<file path="src/rtl/vga_timing_generator.sv">
// vga_timing_generator: raster timing with registered, zero-skew coordinates, syncs, blanks and strobes
module vga_timing_generator #(
  parameter int H_VISIBLE = 640,
  parameter int H_FRONT   = 16,
  parameter int H_SYNC    = 96,
  parameter int H_BACK    = 48,
  parameter int V_VISIBLE = 480,
  parameter int V_FRONT   = 10,
  parameter int V_SYNC    = 2,
  parameter int V_BACK    = 33,
  parameter int HSYNC_POL = 0,
  parameter int VSYNC_POL = 0,
  parameter int CNT_W     = 11,
  parameter int FRAME_W   = 8
) (
  input  logic               clk,
  input  logic               reset_n,
  input  logic               pix_ce,
  input  logic               run,
  output logic [CNT_W-1:0]   h_count,
  output logic [CNT_W-1:0]   v_count,
  output logic               hsync,
  output logic               vsync,
  output logic               hblank,
  output logic               vblank,
  output logic               de,
  output logic               line_start,
  output logic               frame_start,
  output logic [FRAME_W-1:0] frame_count
);
  localparam int H_TOTAL = H_VISIBLE + H_FRONT + H_SYNC + H_BACK;
  localparam int V_TOTAL = V_VISIBLE + V_FRONT + V_SYNC + V_BACK;
  localparam int HS_BEG = H_VISIBLE + H_FRONT;
  localparam int HS_END = HS_BEG + H_SYNC;
  localparam int VS_BEG = V_VISIBLE + V_FRONT;
  localparam int VS_END = VS_BEG + V_SYNC;
  localparam logic [CNT_W-1:0] H_LAST = CNT_W'(H_TOTAL - 1);
  localparam logic [CNT_W-1:0] V_LAST = CNT_W'(V_TOTAL - 1);
  localparam logic HS_ON = 1'(HSYNC_POL);
  localparam logic VS_ON = 1'(VSYNC_POL);
  logic [CNT_W-1:0] h, v, h_n, v_n;
  logic fs_n;
  always_comb begin
    h_n = (h == H_LAST) ? '0 : h + 1'b1;
    v_n = (h != H_LAST) ? v : (v == V_LAST) ? '0 : v + 1'b1;
    fs_n = (h_n == '0) && (v_n == '0);
  end
  // Parking at the last position makes the first advance land on (0,0) with both strobes.
  always_ff @(posedge clk)
    if (!reset_n || !run) begin
      h <= H_LAST;
      v <= V_LAST;
      h_count <= '0;
      v_count <= '0;
      hsync <= ~HS_ON;
      vsync <= ~VS_ON;
      hblank <= 1'b1;
      vblank <= 1'b1;
      de <= 1'b0;
      line_start <= 1'b0;
      frame_start <= 1'b0;
      if (!reset_n) frame_count <= '0;
    end else if (pix_ce) begin
      h <= h_n;
      v <= v_n;
      h_count <= h_n;
      v_count <= v_n;
      hsync <= (int'(h_n) >= HS_BEG && int'(h_n) < HS_END) ? HS_ON : ~HS_ON;
      vsync <= (int'(v_n) >= VS_BEG && int'(v_n) < VS_END) ? VS_ON : ~VS_ON;
      hblank <= int'(h_n) >= H_VISIBLE;
      vblank <= int'(v_n) >= V_VISIBLE;
      de <= int'(h_n) < H_VISIBLE && int'(v_n) < V_VISIBLE;
      line_start <= h_n == '0;
      frame_start <= fs_n;
      frame_count <= frame_count + FRAME_W'(fs_n);
    end else begin
      line_start <= 1'b0;
      frame_start <= 1'b0;
    end
endmodule
</file>
<file path="config.mk">
export PLATFORM = sky130hd
export DESIGN_NAME = vga_timing_generator
export DESIGN_NICKNAME = d
export VERILOG_FILES = /design/src/rtl/vga_timing_generator.sv
export SDC_FILE = /design/constraint.sdc
export NUM_CORES = 1
export LEC_CHECK = 0
export ABC_AREA = 1
export CAP_MARGIN = 30
export CELL_PAD_IN_SITES_DETAIL_PLACEMENT = 1
export CELL_PAD_IN_SITES_GLOBAL_PLACEMENT = 1
export CORE_MARGIN = 2
export CORE_UTILIZATION = 35
export CTS_CLUSTER_SIZE = 30
export DETAILED_ROUTE_END_ITERATION = 6
export GPL_ROUTABILITY_DRIVEN = 0
export PLACE_DENSITY_LB_ADDON = 0.1
export SLEW_MARGIN = 5
export SYNTH_ARGS = -nofsm -noshare
export SYNTH_HDL_FRONTEND = slang
export SYNTH_SLANG_ARGS = --single-unit
</file>
<file path="constraint.sdc">
create_clock -name clk -period 2.8 [get_ports clk]
set_input_delay 0.56 -clock clk [delete_from_list [all_inputs] [get_ports clk]]
set_output_delay 0.56 -clock clk [all_outputs]
set_load 0.03 [all_outputs]
</file>
; After elaboration in Yosys (flattened, before gate mapping)
; Index checks and enable logic that the tools add are counted.
[word_totals]
inputBits = 4
word_cells = 48
output_inout_bits = 37
reg_bits = 59
[op_classes]
bitwise = 1
order_cmp = 8
n_mux = 8
n_addsub = 3
n_eq_ne = 4
n_reduce_logical = 12
[op_table]
columns = op, count
row1 = $mux W11, 3
row2 = $mux W8, 3
row3 = $add A11 B1 Y11 const B, 2
row4 = $eq A11 B10 Y1 const B, 2
row5 = $ge A11 B10 Y1 const B, 2
row6 = $ge A11 B9 Y1 const B, 2
row7 = $logic_not A11 Y1, 2
row8 = $lt A11 B10 Y1 const B, 2
row9 = $lt A11 B9 Y1 const B, 2
row10 = $ne A11 B10 Y1 const B, 1
row11 = $add A8 B1 Y8, 1
row12 = $logic_and A1 B1 Y1, 4
row13 = $logic_not A1 Y1, 2
row14 = $mux W1, 2
row15 = $ne A2 B2 Y1 const B, 1
row16 = $reduce_and A2 Y1, 1
row17 = $reduce_bool A2 Y1, 1
row18 = $reduce_or A2 Y1, 1
row19 = $logic_or A1 B1 Y1, 1
row20 = $not A1 Y1, 1

; Depth between registers and ports, before layout
[depth]
word_depth = 8
mapped_depth = 20
ltp_nobuf = 20

; Worst setup path before layout
; Ideal clock, no wire load.
[synth_path]
path_kind = flip-flop to flip-flop
from = register h[0]
to = register frame_count[6] (data pin)
setup_time_ns = 0.270
n_path_buf = 0
required_time_ns = 2.530
arrival_time_ns = 2.377
stages_incl_launch_ff = 19
period_less_slack_ns = 2.646
path_slack_ns = 0.154
path_cell_list = dfxtp_1 -> ha_1 -> nand2_4 -> nor2_8 -> nand3_2 -> nor2_2 -> nand3_1 -> nand2_1 -> inv_2 -> nor3_4 -> nand3_1 -> nor2_1 -> ha_1 -> ha_1 -> nand2_1 -> nor2_1 -> inv_1 -> nor4_1 -> nor3_1
[synth_between]
elab_chain_cells = 7
elab_cells_between_ends = 11
cone_classes = add/sub (2) / eq/ne (2) / mux (4) / reduce/logical (3)
[synth_rtl]
columns = element, line
row1 = from (decl), 41  ; logic [CNT_W-1:0] h, v, h_n, v_n;
row2 = from (signal assigned), 64  ; h <= h_n;
row3 = "$add A11 B1 Y11, or another cell as far along", 44  ; h_n = (h == H_LAST) ? '0 : h + 1'b1;
row4 = $mux W11 (on tied branches), "44, 45"
row5 = $logic_not A11 Y1, 46  ; fs_n = (h_n == '0) && (v_n == '0);
row6 = $logic_and A1 B1 Y1 (*), 46
row7 = named net fs_n, 42  ; logic fs_n;
row8 = $add A8 B1 Y8 (*), 75  ; frame_count <= frame_count + FRAME_W'(fs_n);
row9 = $mux W8 (*), 63  ; end else if (pix_ce) begin
row10 = $mux W8 (*), 50  ; if (!reset_n || !run) begin
row11 = to (signal assigned), 75
row12 = to (decl), 29  ; output logic [FRAME_W-1:0] frame_count
; Mark *: on every way through the listed nets, which the timed path passes. The rest lies on a longest branch. The select of a mux whose other input is x is not followed.
; A chain may end at the register's enable or synchronous reset.

==> results.ini <==
[run_status]
outcome = finished with violations
failed_checks = negative setup slack

[floorplan]
ioPinCount = 41
rows = 32
die_y_um = 92.0
die_x_um = 92.0
dieArea_um2 = 8460
initial_core_util_pct = 35.6
core-area_um2 = 7610

[job]
maxCapViolations = 0

[sta]
setup_ws_ns = -0.0806
finalCriticalPeriod_ns = 2.88
period_share_pct = 103
hold_violations = 0
slew_viol_final = 0
worst_slew_pin_slew_ns = 0.372
fin_skew_ns = 0.0128
slew_headroom_pct = 75.1
hold_ws_ns = 0.462
max_clock_freq_ghz = 0.347
rsz0062_at_grt = true
setup_viol = 2

[clock_tree]
root_buffer = clkbuf_8
cts_buffers = 5
tritoncts = yes
htreeDepth = 2
cts_sinks = 47
clk_latency_ns = 0.31
cts_buffer_depth = 2
clk_pin_slew_ns = 0.10
postCtsHoldBufs = 0

[routing]
drc_errors = 0
routed-wl-met3_um = 217
first_iter_violations = 83
wl_per_cell_um = 15.2
drtAntennaViolNets = 0
wl_met2_mm = 4.08
wirelength_mm = 8.71
first_pass_iters = 4
via_count = 2818
met1_length_mm = 4.32
viasPerCell = 4.93
routed.top_layer = met4

[setup_path]
worstSetupPathType = flop to flop
rr_startpoint = v_count[0]
critPathRequiredTime_ns = 2.88
arrival_ns = 2.96
r2r_end = frame_count[7]
crit_fanout = 4
start_kind = flop
setup.worst_path.start = v_count[0]
reg2reg_depth = 18
r2r_slack_ns = -0.08
crit_end = frame_count[7]
endpoint_kind = flop

[min_path]
worstHoldPathCells = 2
hp-class = flop to flop

[synth]
synthCells = 380
syn_nets = 390
yosysSeqAreaShare_pct = 37.7
postSynthAreaPerCell_um2 = 7.13
ys_warn_count = 0
syn_area_um2 = 2710
ys_seq_elements = 47
ys_types = 36

[global_routing]
grt_first_pass_wirelength_mm = 14.7
gr-total-overflow = 0
grt_pass1_vias = 2972
antenna_found_initial = 0
grt_start_max_net_pins = 16
grt.total_usage_pct = 21.6

[placed_design]
place_area_um2 = 3470
hpwl_mm = 6.49
numPortBuffers = 40
dp_slack_ns = -0.265

[finish]
syn2layout_area_growth_pct = 41.2
nets = 479
antennaDiodeCount = 0
final_area_um2 = 3820
drive_above_1_share_pct = 28.5

[power_and_ir_drop]
power_density_nw_per_um2 = 427
p_total_mw = 1.63
ir_worst_vdd_uv = 172
p_leak_nw = 1.64

[metal layers]
metal	up-vias	global-route usage, %
met2	43	35.5
met3	9	3.62
met1	1361	29.8
met4	0	4.85
met5	-	0
li1	1405	-
[worst max-delay path, cell delays in order, from the launching register on]
cell and delay [ns]:
dfxtp_2 0.35, ha_1 0.20, nand3_1 0.14, inv_1 0.09
buf_4 0.14, nand4_1 0.08, nand2_1 0.10, nand3_2 0.12
nand2_2 0.07, nor3_2 0.20, nand3_2 0.12, nor2_2 0.12
ha_2 0.22, nand3_2 0.09, nor2_2 0.14, nand2_2 0.09
nor3_2 0.18, xnor2_1 0.13, nor2_1 0.06
[flip-flops by register name (all words and copies together), names as in the netlist, 3 cells and up]
signal       count
frame_count      8
h                7
h_count         11
v                3
v_count         11
[kinds of logic after synthesis]
group,count (synthesis),synth area share (%)
DFF,47,37.7
and+or+nand+nor,192,34.2
AOI/OAI and AO/OA,63,13.3
buffers and inverters,70,11.4
xor gates and xnor gates,2,0.647
adders and majority gates,6,2.77
[stage by stage]
step | TNS, ns | instances | util [%]
finish | -0.0841 | 572 | 50.2
global route | -1.02 | 572 | 50.2
CTS | -0.0378 | 566 | 49.1
detailed placement | -0.678 | 550 | 45.6
global placement | -0.254 | 550 | 45.6
floorplan | 0 | 380 | -
[synthesized netlist by cell type, drive strengths merged]
cell | count | area (um^2)
nand2 | 92 | 373
inv | 51 | 191
nor2 | 49 | 230
dfxtp | 39 | 781
nand3 | 33 | 198
o21ai | 28 | 144
a21oi | 16 | 83.8
buf | 13 | 95.1
o22ai | 10 | 62.6
edfxtp | 8 | 240
nor3 | 8 | 61.3
clkbuf | 6 | 22.5
ha | 6 | 75.1
nand4 | 6 | 37.5
a22oi | 4 | 30.0
o21a | 3 | 22.5
or2 | 3 | 18.8
a31oi | 1 | 6.26
nor4 | 1 | 6.26
o21bai | 1 | 11.3
xnor2 | 1 | 8.76
xor2 | 1 | 8.76
[worst min-delay path by stage]
stage / end / from
6_report: de / de
5_1_grt: de / de
4_1_cts: de / de
3_5_place_dp: de / de
3_3_place_gp: h_count[2] / h_count[2]
2_1_floorplan: h[9] / h[9]
[cell type report]
class,count,area (um^2)
Fill cell,970,3780
Multi-Input combinational cell,263,1520
Sequential cell,47,1030
Timing Repair Buffer,101,870
Inverter,51,194
Tap cell,102,128
Clock buffer,5,68.8
Clock inverter,3,20.0
[where the power goes]
part	switching [mW]	internal, mW	total, mW
registers	0.0249	0.714	0.739
clock network	0.257	0.175	0.432
logic	0.265	0.195	0.460
[repair_timing]
action,4_1_cts,5_1_grt
setup buffers,8,6
endpoints found under the setup margin,4,5
endpoints found under the hold margin,0,0
resized for setup,35,14
pin swaps,16,16
[cell usage in the layout, fill, tap and decap left out, drive strengths merged]
cell type	count
nor2	49
ha	6
clkbuf	5
nand2	92
nand3	33
edfxtp	8
nor3	8
xnor2	1
nor4	1
or2	3
clkinvlp	1
o22ai	10
a31oi	1
dfxtp	39
a22oi	4
clkinv	2
o21bai	1
inv	51
o21a	3
o21ai	28
nand4	6
clkdlybuf4s50	40
buf	61
a21oi	16
xor2	1
Power figures use the tool's default switching activity.
